$ cat config.mk
export PLATFORM = sky130hd
export DESIGN_NAME = spi_regfile_periph
export DESIGN_NICKNAME = d
export VERILOG_FILES = /design/src/rtl/spi_regfile_periph.sv
export SDC_FILE = /design/constraint.sdc
export NUM_CORES = 1
export LEC_CHECK = 0
export BUFFER_PORTS_ARGS = -buffer_cell sky130_fd_sc_hd__buf_4
export CORE_MARGIN = 2
export CORE_UTILIZATION = 51
export DETAILED_ROUTE_END_ITERATION = 8
export GPL_ROUTABILITY_DRIVEN = 0
export PLACE_DENSITY = 0.8
export SLEW_MARGIN = 40
export SYNTH_ARGS = -nofsm -noshare
export SYNTH_HDL_FRONTEND = slang
export SYNTH_SLANG_ARGS = --single-unit
$ cat constraint.sdc
create_clock -name clk -period 2.4 [get_ports clk]
set_input_delay 0.36 -clock clk [delete_from_list [all_inputs] [get_ports clk]]
set_output_delay 0.36 -clock clk [all_outputs]
set_load 0.005 [all_outputs]
$ cat src/rtl/spi_regfile_periph.sv
// SPI mode-0 peripheral exposing a bank of NUM_REGS x DATA_W configuration registers.
// Frame: R/W bit (1 = write), address, data, MSB first; writes commit only on clean exact-length frames.
module spi_regfile_periph #(
  parameter int NUM_REGS    = 5,
  parameter int ADDR_W      = 7,
  parameter int DATA_W      = 8,
  parameter int SYNC_STAGES = 2,
  parameter logic [NUM_REGS*DATA_W-1:0] RESET_VAL = '0
) (
  input  logic                       clk,
  input  logic                       rst_n,
  input  logic                       ncs,
  input  logic                       sclk,
  input  logic                       copi,
  output logic                       cipo,
  output logic                       cipo_oe,
  output logic [NUM_REGS*DATA_W-1:0] regs_out,
  output logic [NUM_REGS-1:0]        wr_strobe,
  output logic                       frame_err
);

  localparam int FRAME_W = 1 + ADDR_W + DATA_W;
  localparam int CNT_W   = $clog2(FRAME_W + 2);
  localparam logic [CNT_W-1:0] CNT_ADDR_M1 = CNT_W'(ADDR_W);
  localparam logic [CNT_W-1:0] CNT_ADDR    = CNT_W'(1 + ADDR_W);
  localparam logic [CNT_W-1:0] CNT_FULL    = CNT_W'(FRAME_W);
  localparam logic [CNT_W-1:0] CNT_OVR     = CNT_W'(FRAME_W + 1);

  logic [SYNC_STAGES-1:0] ncs_sync, sclk_sync, copi_sync, flush_sr;
  logic                   armed;

  // ncs idles high through reset so reset release can never fake a start edge.
  // NOTE: sequential state uses non-blocking assignments so every flop samples pre-edge values.
  always_ff @(posedge clk or negedge rst_n) begin
    if (!rst_n) begin
      ncs_sync  <= '1;
      sclk_sync <= '0;
      copi_sync <= '0;
      flush_sr  <= '0;
      armed     <= 1'b0;
    end else begin
      ncs_sync  <= {ncs_sync[SYNC_STAGES-2:0], ncs};
      sclk_sync <= {sclk_sync[SYNC_STAGES-2:0], sclk};
      copi_sync <= {copi_sync[SYNC_STAGES-2:0], copi};
      flush_sr  <= {flush_sr[SYNC_STAGES-2:0], 1'b1};
      // Only arm once the chain holds real pin samples and ncs has been seen high.
      armed     <= armed | (flush_sr[SYNC_STAGES-1] & ncs_sync[SYNC_STAGES-1]);
    end
  end

  logic ncs_fall, ncs_rise, sclk_rise, sclk_fall, copi_bit, start_evt, end_evt;
  assign ncs_fall  =  ncs_sync[SYNC_STAGES-1]  & ~ncs_sync[SYNC_STAGES-2];
  assign ncs_rise  = ~ncs_sync[SYNC_STAGES-1]  &  ncs_sync[SYNC_STAGES-2];
  assign sclk_rise = ~sclk_sync[SYNC_STAGES-1] &  sclk_sync[SYNC_STAGES-2];
  assign sclk_fall =  sclk_sync[SYNC_STAGES-1] & ~sclk_sync[SYNC_STAGES-2];
  assign copi_bit  =  copi_sync[SYNC_STAGES-1];

  logic                       active;
  logic [CNT_W-1:0]           bit_cnt;
  logic [FRAME_W-1:0]         rx_q, rx_next;
  logic [DATA_W-1:0]          tx_q, rd_data, fr_data;
  logic [ADDR_W-1:0]          rd_addr, fr_addr;
  logic                       fr_write, addr_ok, frame_ok, reject;
  logic [NUM_REGS-1:0]        wr_hit;
  logic [NUM_REGS*DATA_W-1:0] regs_q;

  assign start_evt = ncs_fall & armed;
  assign end_evt   = ncs_rise & active;
  assign rx_next   = {rx_q[FRAME_W-2:0], copi_bit};
  assign rd_addr   = rx_next[ADDR_W-1:0];
  assign fr_write  = rx_q[FRAME_W-1];
  assign fr_addr   = rx_q[FRAME_W-2 -: ADDR_W];
  assign fr_data   = rx_q[DATA_W-1:0];

  // NOTE: every combinational output gets a default first so no latch can be inferred.
  always_comb begin
    rd_data = '0;
    addr_ok = 1'b0;
    wr_hit  = '0;
    for (int i = 0; i < NUM_REGS; i++) begin
      if (rd_addr == ADDR_W'(i)) rd_data = regs_q[i*DATA_W +: DATA_W];
      if (fr_addr == ADDR_W'(i)) addr_ok = 1'b1;
    end
    frame_ok = (bit_cnt == CNT_FULL) && addr_ok;
    for (int i = 0; i < NUM_REGS; i++) begin
      wr_hit[i] = frame_ok && fr_write && (fr_addr == ADDR_W'(i));
    end
    reject = (bit_cnt != '0) && !frame_ok;
  end

  // NOTE: the register bank is reset because downstream PWM logic relies on a known image.
  always_ff @(posedge clk or negedge rst_n) begin
    if (!rst_n) begin
      active    <= 1'b0;
      bit_cnt   <= '0;
      rx_q      <= '0;
      tx_q      <= '0;
      cipo_oe   <= 1'b0;
      regs_q    <= RESET_VAL;
      wr_strobe <= '0;
      frame_err <= 1'b0;
    end else begin
      wr_strobe <= '0;
      frame_err <= 1'b0;
      if (start_evt) begin
        active  <= 1'b1;
        bit_cnt <= '0;
        rx_q    <= '0;
        cipo_oe <= 1'b0;
      end else if (end_evt) begin
        active    <= 1'b0;
        cipo_oe   <= 1'b0;
        wr_strobe <= wr_hit;
        frame_err <= reject;
        for (int i = 0; i < NUM_REGS; i++) begin
          if (wr_hit[i]) regs_q[i*DATA_W +: DATA_W] <= fr_data;
        end
      end else if (active) begin
        if (sclk_rise) begin
          if (bit_cnt < CNT_FULL) begin
            rx_q    <= rx_next;
            bit_cnt <= bit_cnt + CNT_W'(1);
            // Address just completed on a read: present the addressed register.
            if (bit_cnt == CNT_ADDR_M1 && !rx_next[ADDR_W]) begin
              tx_q    <= rd_data;
              cipo_oe <= 1'b1;
            end
          end else begin
            bit_cnt <= CNT_OVR;
          end
        end else if (sclk_fall && cipo_oe && bit_cnt > CNT_ADDR && bit_cnt < CNT_FULL) begin
          tx_q <= {tx_q[DATA_W-2:0], 1'b0};
        end
      end
    end
  end

  assign cipo     = cipo_oe & tx_q[DATA_W-1];
  assign regs_out = regs_q;

endmodule
==> metrics, run 1 <==
Avg Cell Area, Syn=12.3 sq um; crit-path max FO=8; Routed WL=8220 microns; postcts setup bufs=0; fin worst setup slack=167 ps; VDD IR max=0.000377 V; Bufs and invs on worst path=1; CP top delay family=simple AND/OR/NAND/NOR gates; Clock Skew=12.3 ps; Place WS=-71.6 ps; CP max stage delay=570 ps; Clock Sinks=86; Die Area=8090 sq um; internal power=2.18 mW; CP Launch Type=flip-flop; row count=31; post-synth top area cell=dfrtp_1; final core occ=63.9%; Tot GR Track Use=21.5%; combinational power share=15.3%; Critical Path AT=2480 ps; Clock Tree Buf Depth=2; Chip Width=89.9 microns; share of the synthesized area in the top cell type=55.8%; final antenna diode count=0; Unique masters post-synth=45; TritonCTS Buffers=9; die height=89.9 microns; Layout Area Growth over Synthesis=22.5%; top_reg_cell synth=dfrtp_1; dpl cells=462; Syn Std Cell Area=3770 sq um; Synth Net Count=314; routed length per instance=17.2 microns; failing checks=hold timing; status=complete, but fails checks; slowest stage cell, crit path=or4_4; sequential power share=53.2%; Max Slew Vio Count=0; Yosys reg bits=86; Hold Crit Class=input port to asynchronous set/reset pin; Layout Nets=381; worst-path cell chain=or4_4 > nor4_4 > nand2b_4 > nor3b_4 > buf_12 > mux2_2; grt ovf=0; FF-to-FF setup slack=170 ps; Req. time, crit path=2640 ps; Hold Vio Cnt, Final=6; latest clock arrival within the worst-skew pair=360 ps; vias per cell=5.59; CTS root buffer=clkbuf_8; Initial Util=52.2%; FMAX=0.448 GHz; CTS tree=yes; Setup Total Neg Slack=0 ps; Setup CP Type=flip-flop to flip-flop; DP Area=4390 sq um; largest net degree at the start of global routing=47; initial antenna violation count=0; Gate Count Post-Synth=307; first-pass GRT wire length=13800 microns; Final Non-Filler Cells=478; part of the cycle the worst path needs=93.0%; Critical Path Sink Type=flip-flop; DR pass1 iterations=4; worst-margin pin slew=572 ps; routed via count=2674; NetSw=904 uW; max_slew headroom=61.9%; Seq/Total Area, Yosys=57.2%; H-tree depth reported by CTS=3; Worst-path clk slew=80 ps; hold_ws=-5.74 ps; reg-to-reg critical path startpoint=rx_q[13]; worst r2r dst=regs_out[13]; DRC=0; setup violators final=0; Post-synth EDFFs=0; Design Area, Final=4610 sq um; P_leak=2.23 nW; RSZ-0062 raised after global routing=no; top-count cell post-synth=dfrtp_1; initial drt markers=167; number of port buffers=52; power per standard cell area=668 nW/um^2; synth cell count leaders=dfrtp_1, mux2_2, o21ai_0; core area=7210 sq um; Max Cap Viol=0; fraction of registers with async set/reset=100%; Clock power frac=31.4%; Switching Share=29.3%; layout cells sized above 1=37.2%; top cells by area, synth=dfrtp_1, mux2_2, a22o_1; IO Pins=53; vias in the first global route=2710; minimum clock period=2230 ps; HPWL Detailed=5750 microns; ANT nets after route=0; total chip power=3.08 mW; worst r2r path cells=6; Synth warnings=0
## logic make-up (layout without fill, tap and decap cells)
logic type               after synthesis  after routing  share of synthesized area [%]
AO/OA/AOI/OAI                         61             61                           11.1
flip-flops                            86             86                           57.2
XOR/XNOR                               1              1                          0.233
buffers and inverters                 19             91                           1.96
AND/OR/NAND/NOR                       82             82                           12.5
adder cells (fa/ha/maj)                2              2                          0.664
other                                  1              1                         0.0995
multiplexers                          55             55                           16.3
## power by group through the flow
stage | registers [mW] | logic, mW | clock network, mW
floorplan | 1.63 | 0.291 | 0
global placement | 1.66 | 0.445 | 0
detailed placement | 1.67 | 0.462 | 0
CTS | 1.64 | 0.473 | 0.977
global route | 1.66 | 0.522 | 1.05
finish | 1.64 | 0.473 | 0.969
## how the worst max path moves through the flow
stage | cells after the start | from | to
2_1_floorplan | 8 | bit_cnt[0] | regs_out[10]
3_3_place_gp | 9 | bit_cnt[0] | regs_out[26]
3_5_place_dp | 9 | bit_cnt[0] | regs_out[16]
4_1_cts | 9 | bit_cnt[0] | regs_out[22]
5_1_grt | 5 | rx_q[6] | tx_q[6]
6_report | 6 | rx_q[13] | regs_out[13]
## worst register-to-register path: stages, from the launching register on
cell and delay [ps]:
dfrtp_1 400, or4_4 570, nor4_4 350, nand2b_4 120, nor3b_4 220, buf_12 160
mux2_2 330
## final cells by class
class,instances,area [sq um]
inverter,3,11.3
tap,99,124
clock inverter,6,51.3
sequential,86,2150
timing repair buffer,72,577
multi-input combinational,202,1560
clock buffer,10,138
fill,575,2600
## sequential cells by signal (all words and copies together) (netlist names)
signal	cells
wr_strobe	5
frame_err	1
active	1
armed	1
bit_cnt	5
cipo_oe	1
flush_sr	2
ncs_sync	2
regs_out	40
tx_q	8
sclk_sync	2
rx_q	16
copi_sync	2
## layer usage
metal | GRT usage (%) | vias to the layer above | routed length, microns
met5 | 0 | - | 0
met4 | 9.10 | 0 | 127
met3 | 5.03 | 10 | 415
met2 | 32.3 | 67 | 3970
met1 | 30.2 | 1362 | 3710
li1 | - | 1235 | -
## cell usage in the layout (no fill, tap or decap), types with 3 or more instances in the layout
| cell | netlist | routed |
|---|---|---|
| dfrtp_1 | 84 | 84 |
| buf_4 | 0 | 67 |
| mux2_2 | 40 | 40 |
| o21ai_0 | 25 | 25 |
| nor2_1 | 22 | 22 |
| a22o_1 | 18 | 18 |
| mux2i_1 | 14 | 14 |
| nand2_1 | 13 | 13 |
| clkbuf_8 | 0 | 10 |
| and2_1 | 7 | 7 |
| o31ai_1 | 7 | 7 |
| nand2b_1 | 7 | 6 |
| nor2b_1 | 5 | 5 |
| inv_1 | 3 | 3 |
| nand3b_1 | 3 | 3 |
| nor4_1 | 3 | 3 |
| and3_1 | 3 | 3 |
| nand3_1 | 3 | 3 |
| inv_6 | 0 | 3 |
| buf_6 | 0 | 3 |
## what timing repair did
action	in CTS	in global routing
setup endpoints to repair	24	24
resized for setup	4	2
hold buffers	0	0
pin swaps	1	1
(Power assumes the default switching activity.)
==> run 2, diff against run 1 <==
Settings changed: BUFFER_PORTS_ARGS -buffer_cell sky130_fd_sc_hd__buf_4 to -buffer_cell sky130_fd_sc_hd__buf_2, SLEW_MARGIN 40 to 5.
==> metrics, run 2 (synthesis results as in run 1) <==
status=complete, no violations; postcts setup bufs=0; Max Slew Vio Count=0; Clock Tree Buf Depth=2; Design Area, Final=4530 sq um; vias in the first global route=2529; Clock Sinks=86; hold_ws=101 ps; part of the cycle the worst path needs=95.7%; slowest stage cell, crit path=or3b_4; Tot GR Track Use=21.3%; vias per cell=5.53; core area=7210 sq um; CP Launch Type=flip-flop; max reg flops=40; latest clock arrival within the worst-skew pair=350 ps; Die Area=8090 sq um; Layout Nets=381; VDD IR max=0.000467 V; Critical Path AT=2530 ps; RSZ-0062 raised after global routing=no; max_slew headroom=64.2%; largest net degree at the start of global routing=40; Routed WL=8120 microns; Worst-path clk slew=80 ps; row count=31; Final Non-Filler Cells=478; first-pass GRT wire length=13600 microns; setup violators final=0; footprint of the multi-input gates=1560 sq um; CP dominant cell by count=buf_6; final antenna diode count=0; CP startpoint=bit_cnt[0]; routed via count=2641; Register Area=2150 sq um; DP Area=4260 sq um; hold path start=ncs; commonest non-fill, non-tap cell in the layout=dfrtp_1; CTS root buffer=clkbuf_8; TritonCTS Buffers=9; FMAX=0.436 GHz; routed length per instance=17.0 microns; number of port buffers=52; commonest non-fill, non-tap cells in the layout=dfrtp_1, buf_2, mux2_2; HPWL Detailed=5560 microns; ANT nets after route=0; worst-margin pin slew=536 ps; minimum clock period=2300 ps; die height=89.9 microns; Setup CP Type=flip-flop to flip-flop; crit-path max FO=8; Chip Width=89.9 microns; Critical Path Sink Type=flip-flop; dpl cells=461; reg-to-reg critical path startpoint=bit_cnt[0]; Fillers=592; IO Pins=53; Initial Util=52.2%; initial antenna violation count=0; Max Cap Viol=0; DRC=0; Layout Area Growth over Synthesis=20.3%; Hold Vio Cnt, Final=0; Req. time, crit path=2640 ps; initial drt markers=186; layout cells sized above 1=36.7%; Clock Skew=10.5 ps; H-tree depth reported by CTS=3; Hold Crit Class=input port to flip-flop; power per standard cell area=723 nW/um^2; DR pass1 iterations=4; P_leak=2.26 nW; grt ovf=0; CP max stage delay=420 ps; worst-path cell chain=inv_1 > ha_1 > or3b_4 > nor4_4 > nand2b_4 > buf_6 > nor2_2 > buf_6 > mux2_2; CTS tree=yes
==> run 2: cell types whose count changed in the layout (fill, tap and decap cells not counted), sizes merged <==
cell         delta
clkinv          -1
bufinv          +2
inv             -2
clkinvlp        -1
dlygate4sd3     +1
buf             -1
clkbuf          +2
==> run 2: report_power, final <==
group          total [mW]  leakage [nW]  internal [mW]  switching [mW]
sequential           1.64          1.16           1.53           0.106
clock                1.16         0.117          0.650           0.513
combinational       0.474         0.981          0.219           0.255
==> run 2: cell type report <==
cell class | count | share of cell area (%)
timing repair buffer | 72 | 9.97
sequential | 86 | 47.5
clock inverter | 4 | 1.71
clock buffer | 12 | 3.42
tap | 99 | 2.73
inverter | 3 | 0.248
multi-input combinational | 202 | 34.4
==> run 2: what timing repair did <==
action | in CTS | in global routing
resized for setup | 3 | 3
hold buffers | 1 | 0
endpoints found under the setup margin | 24 | 24
hold endpoints to repair | 35 | 0
==> run 2: final timing paths <==
| kind | to | slack, ps | depth (start not counted) |
|---|---|---|---|
| worst max-delay path | regs_out[29] | 100 | 9 |
| worst min register to register | flush_sr[1] | 360 | 0 |
| max in group asynchronous | regs_out[16] | 1160 | 3 |
| worst min-delay path | ncs_sync[0] | 100 | 1 |
| worst max register to register | regs_out[29] | 100 | 9 |
| min in group asynchronous | wr_strobe[2] | 510 | 2 |
==> run 2: through the flow <==
step	setup WS (ps)	total power, mW	TNS [ps]	util (%)
CTS	41.5	3.28	0	62.6
detailed placement	-50.3	2.11	-768	59.0
global placement	3.60	2.09	0	59.0
finish	104	3.28	0	62.8
global route	17.0	3.43	0	62.8
floorplan	25.1	1.92	0	-
==> run 2: per-layer routing <==
layer	vias to the layer above	wire length (microns)	global-route usage, %
met5	-	0	0
met4	0	113	7.44
met3	10	355	4.78
met2	67	3900	32.3
met1	1330	3750	30.7
li1	1234	-	-
==> run 2: critical path: cells and delay by family, from the launching register on <==
family,cells,cell delay [ps]
and+or+nand+nor,4,930
buffers and inverters,3,350
DFF,1,380
muxes,1,340
adders and majority gates,1,190
==> run 3, diff against run 2 <==
==> constraint.sdc (replaced) <==
create_clock -name clk -period 2.4 [get_ports clk]
set_input_delay 0.12 -clock clk [delete_from_list [all_inputs] [get_ports clk]]
set_output_delay 0.12 -clock clk [all_outputs]
set_load 0.005 [all_outputs]
==> metrics, run 3 (synthesis results as in run 1) <==
status=complete, but fails checks; failing checks=setup timing; crit-path max FO=8; layout cells sized above 1=37.9%; RSZ-0062 raised after global routing=yes; Chip Width=89.9 microns; Hold Crit Class=input port to asynchronous set/reset pin; Hold Vio Cnt, Final=0; vias per cell=5.59; die height=89.9 microns; Critical Path Sink Type=flip-flop; ANT nets after route=0; Clock Skew=10.9 ps; combinational power share=14.3%; power per standard cell area=749 nW/um^2; Max Slew Vio Count=0; P_leak=2.29 nW; minimum clock period=2410 ps; CP Launch Type=flip-flop; CTS root buffer=clkbuf_8; Clock Tree Buf Depth=2; initial antenna violation count=0; CP max stage delay=410 ps; routed via count=2704; Clock Sinks=86; Clock power frac=38.5%; worst-margin pin slew=584 ps; largest net degree at the start of global routing=47; core area=7210 sq um; Layout Area Growth over Synthesis=23.4%; dpl cells=461; CP top delay family=simple AND/OR/NAND/NOR gates; Max Cap Viol=0; Switching Share=26.1%; VDD IR max=0.000351 V; IO Pins=53; vias in the first global route=2668; max reg flops=40; max_slew headroom=61.1%; H-tree depth reported by CTS=3; row count=31; NetSw=910 uW; final core occ=64.4%; Layout Nets=387; FMAX=0.414 GHz; setup violators final=4; Final Non-Filler Cells=484; sequential power share=47.2%; DRC=0; HPWL Detailed=5690 microns; slowest stage cell, crit path=dfrtp_1; Routed WL=8530 microns; Die Area=8090 sq um; first-pass GRT wire length=14100 microns; Bufs and invs on worst path=3; Worst-path clk slew=90 ps; commonest non-fill, non-tap cells in the layout=dfrtp_1, buf_2, mux2_2; internal power=2.57 mW; fin worst setup slack=-13.9 ps; Setup CP Type=flip-flop to flip-flop; part of the cycle the worst path needs=101%; Fillers=585; routed length per instance=17.6 microns; initial drt markers=209; CTS tree=yes; DR pass1 iterations=4; Critical Path AT=2660 ps; Tot GR Track Use=22.3%; latest clock arrival within the worst-skew pair=370 ps; Initial Util=52.2%; TritonCTS Buffers=9; Req. time, crit path=2650 ps; worst-path cell chain=inv_2 > ha_4 > or3b_4 > nor4_4 > nand2b_1 > buf_4 > nor3b_4 > buf_12 > mux2_4; final antenna diode count=0; grt ovf=0; commonest non-fill, non-tap cell in the layout=dfrtp_1; number of port buffers=52
[run 3: layout make-up]
type,instances,area (sq um),share of cell area (%)
clock buffer,9,124,2.66
clock inverter,7,144,3.10
inverter,3,11.3,0.242
multi-input combinational,202,1590,34.3
sequential,86,2150,46.4
tap,99,124,2.66
timing repair buffer,78,497,10.7
[run 3: power groups by stage]
stage                     registers, mW  logic [mW]  clock network, mW
after floorplan                    1.63       0.291                  0
after global placement             1.66       0.431                  0
after detailed placement           1.66       0.452                  0
after CTS                          1.64       0.477               1.35
after global routing               1.66       0.540               1.42
final                              1.64       0.497               1.34
[run 3: final timing paths]
| kind | startpoint | endpoint | slack (ps) | depth (start not counted) |
|---|---|---|---|---|
| worst max register to register | bit_cnt[0] | regs_out[9] | -10 | 9 |
| max in group asynchronous | rst_n | regs_out[34] | 1390 | 3 |
| min in group clk | flush_sr[0] | flush_sr[1] | 360 | 0 |
| worst min register to register | flush_sr[0] | flush_sr[1] | 360 | 0 |
| worst min-delay path | rst_n | regs_out[29] | 290 | 2 |
| worst max-delay path | bit_cnt[0] | regs_out[9] | -10 | 9 |
[run 3: layer usage]
layer	vias up	track usage [%]	share of wire (%)
met4	0	8.08	1.8
met2	77	35.1	49
met5	-	0	0
met3	14	5.36	4.6
met1	1366	30.6	45
li1	1247	-	-
[run 3: timing repair]
item | CTS | global route
setup endpoints to repair | 32 | 27
pin swaps | 1 | 3
hold buffers | 4 | 0
gates resized for setup | 4 | 12
setup buffers | 3 | 0
endpoints found under the hold margin | 45 | 0
[run 3: stage by stage]
stage	setup slack, ps	hold WS, ps	TNS, ps	power, mW	cell area [sq um]
after floorplan	25.1	-176	0	1.92	3770
after global placement	5.84	149	0	2.09	4260
after detailed placement	-114	162	-2110	2.12	4260
after CTS	12.7	310	0	3.46	4600
after global routing	-83.8	325	-1160	3.62	4650
final	-13.9	292	-40.5	3.48	4650
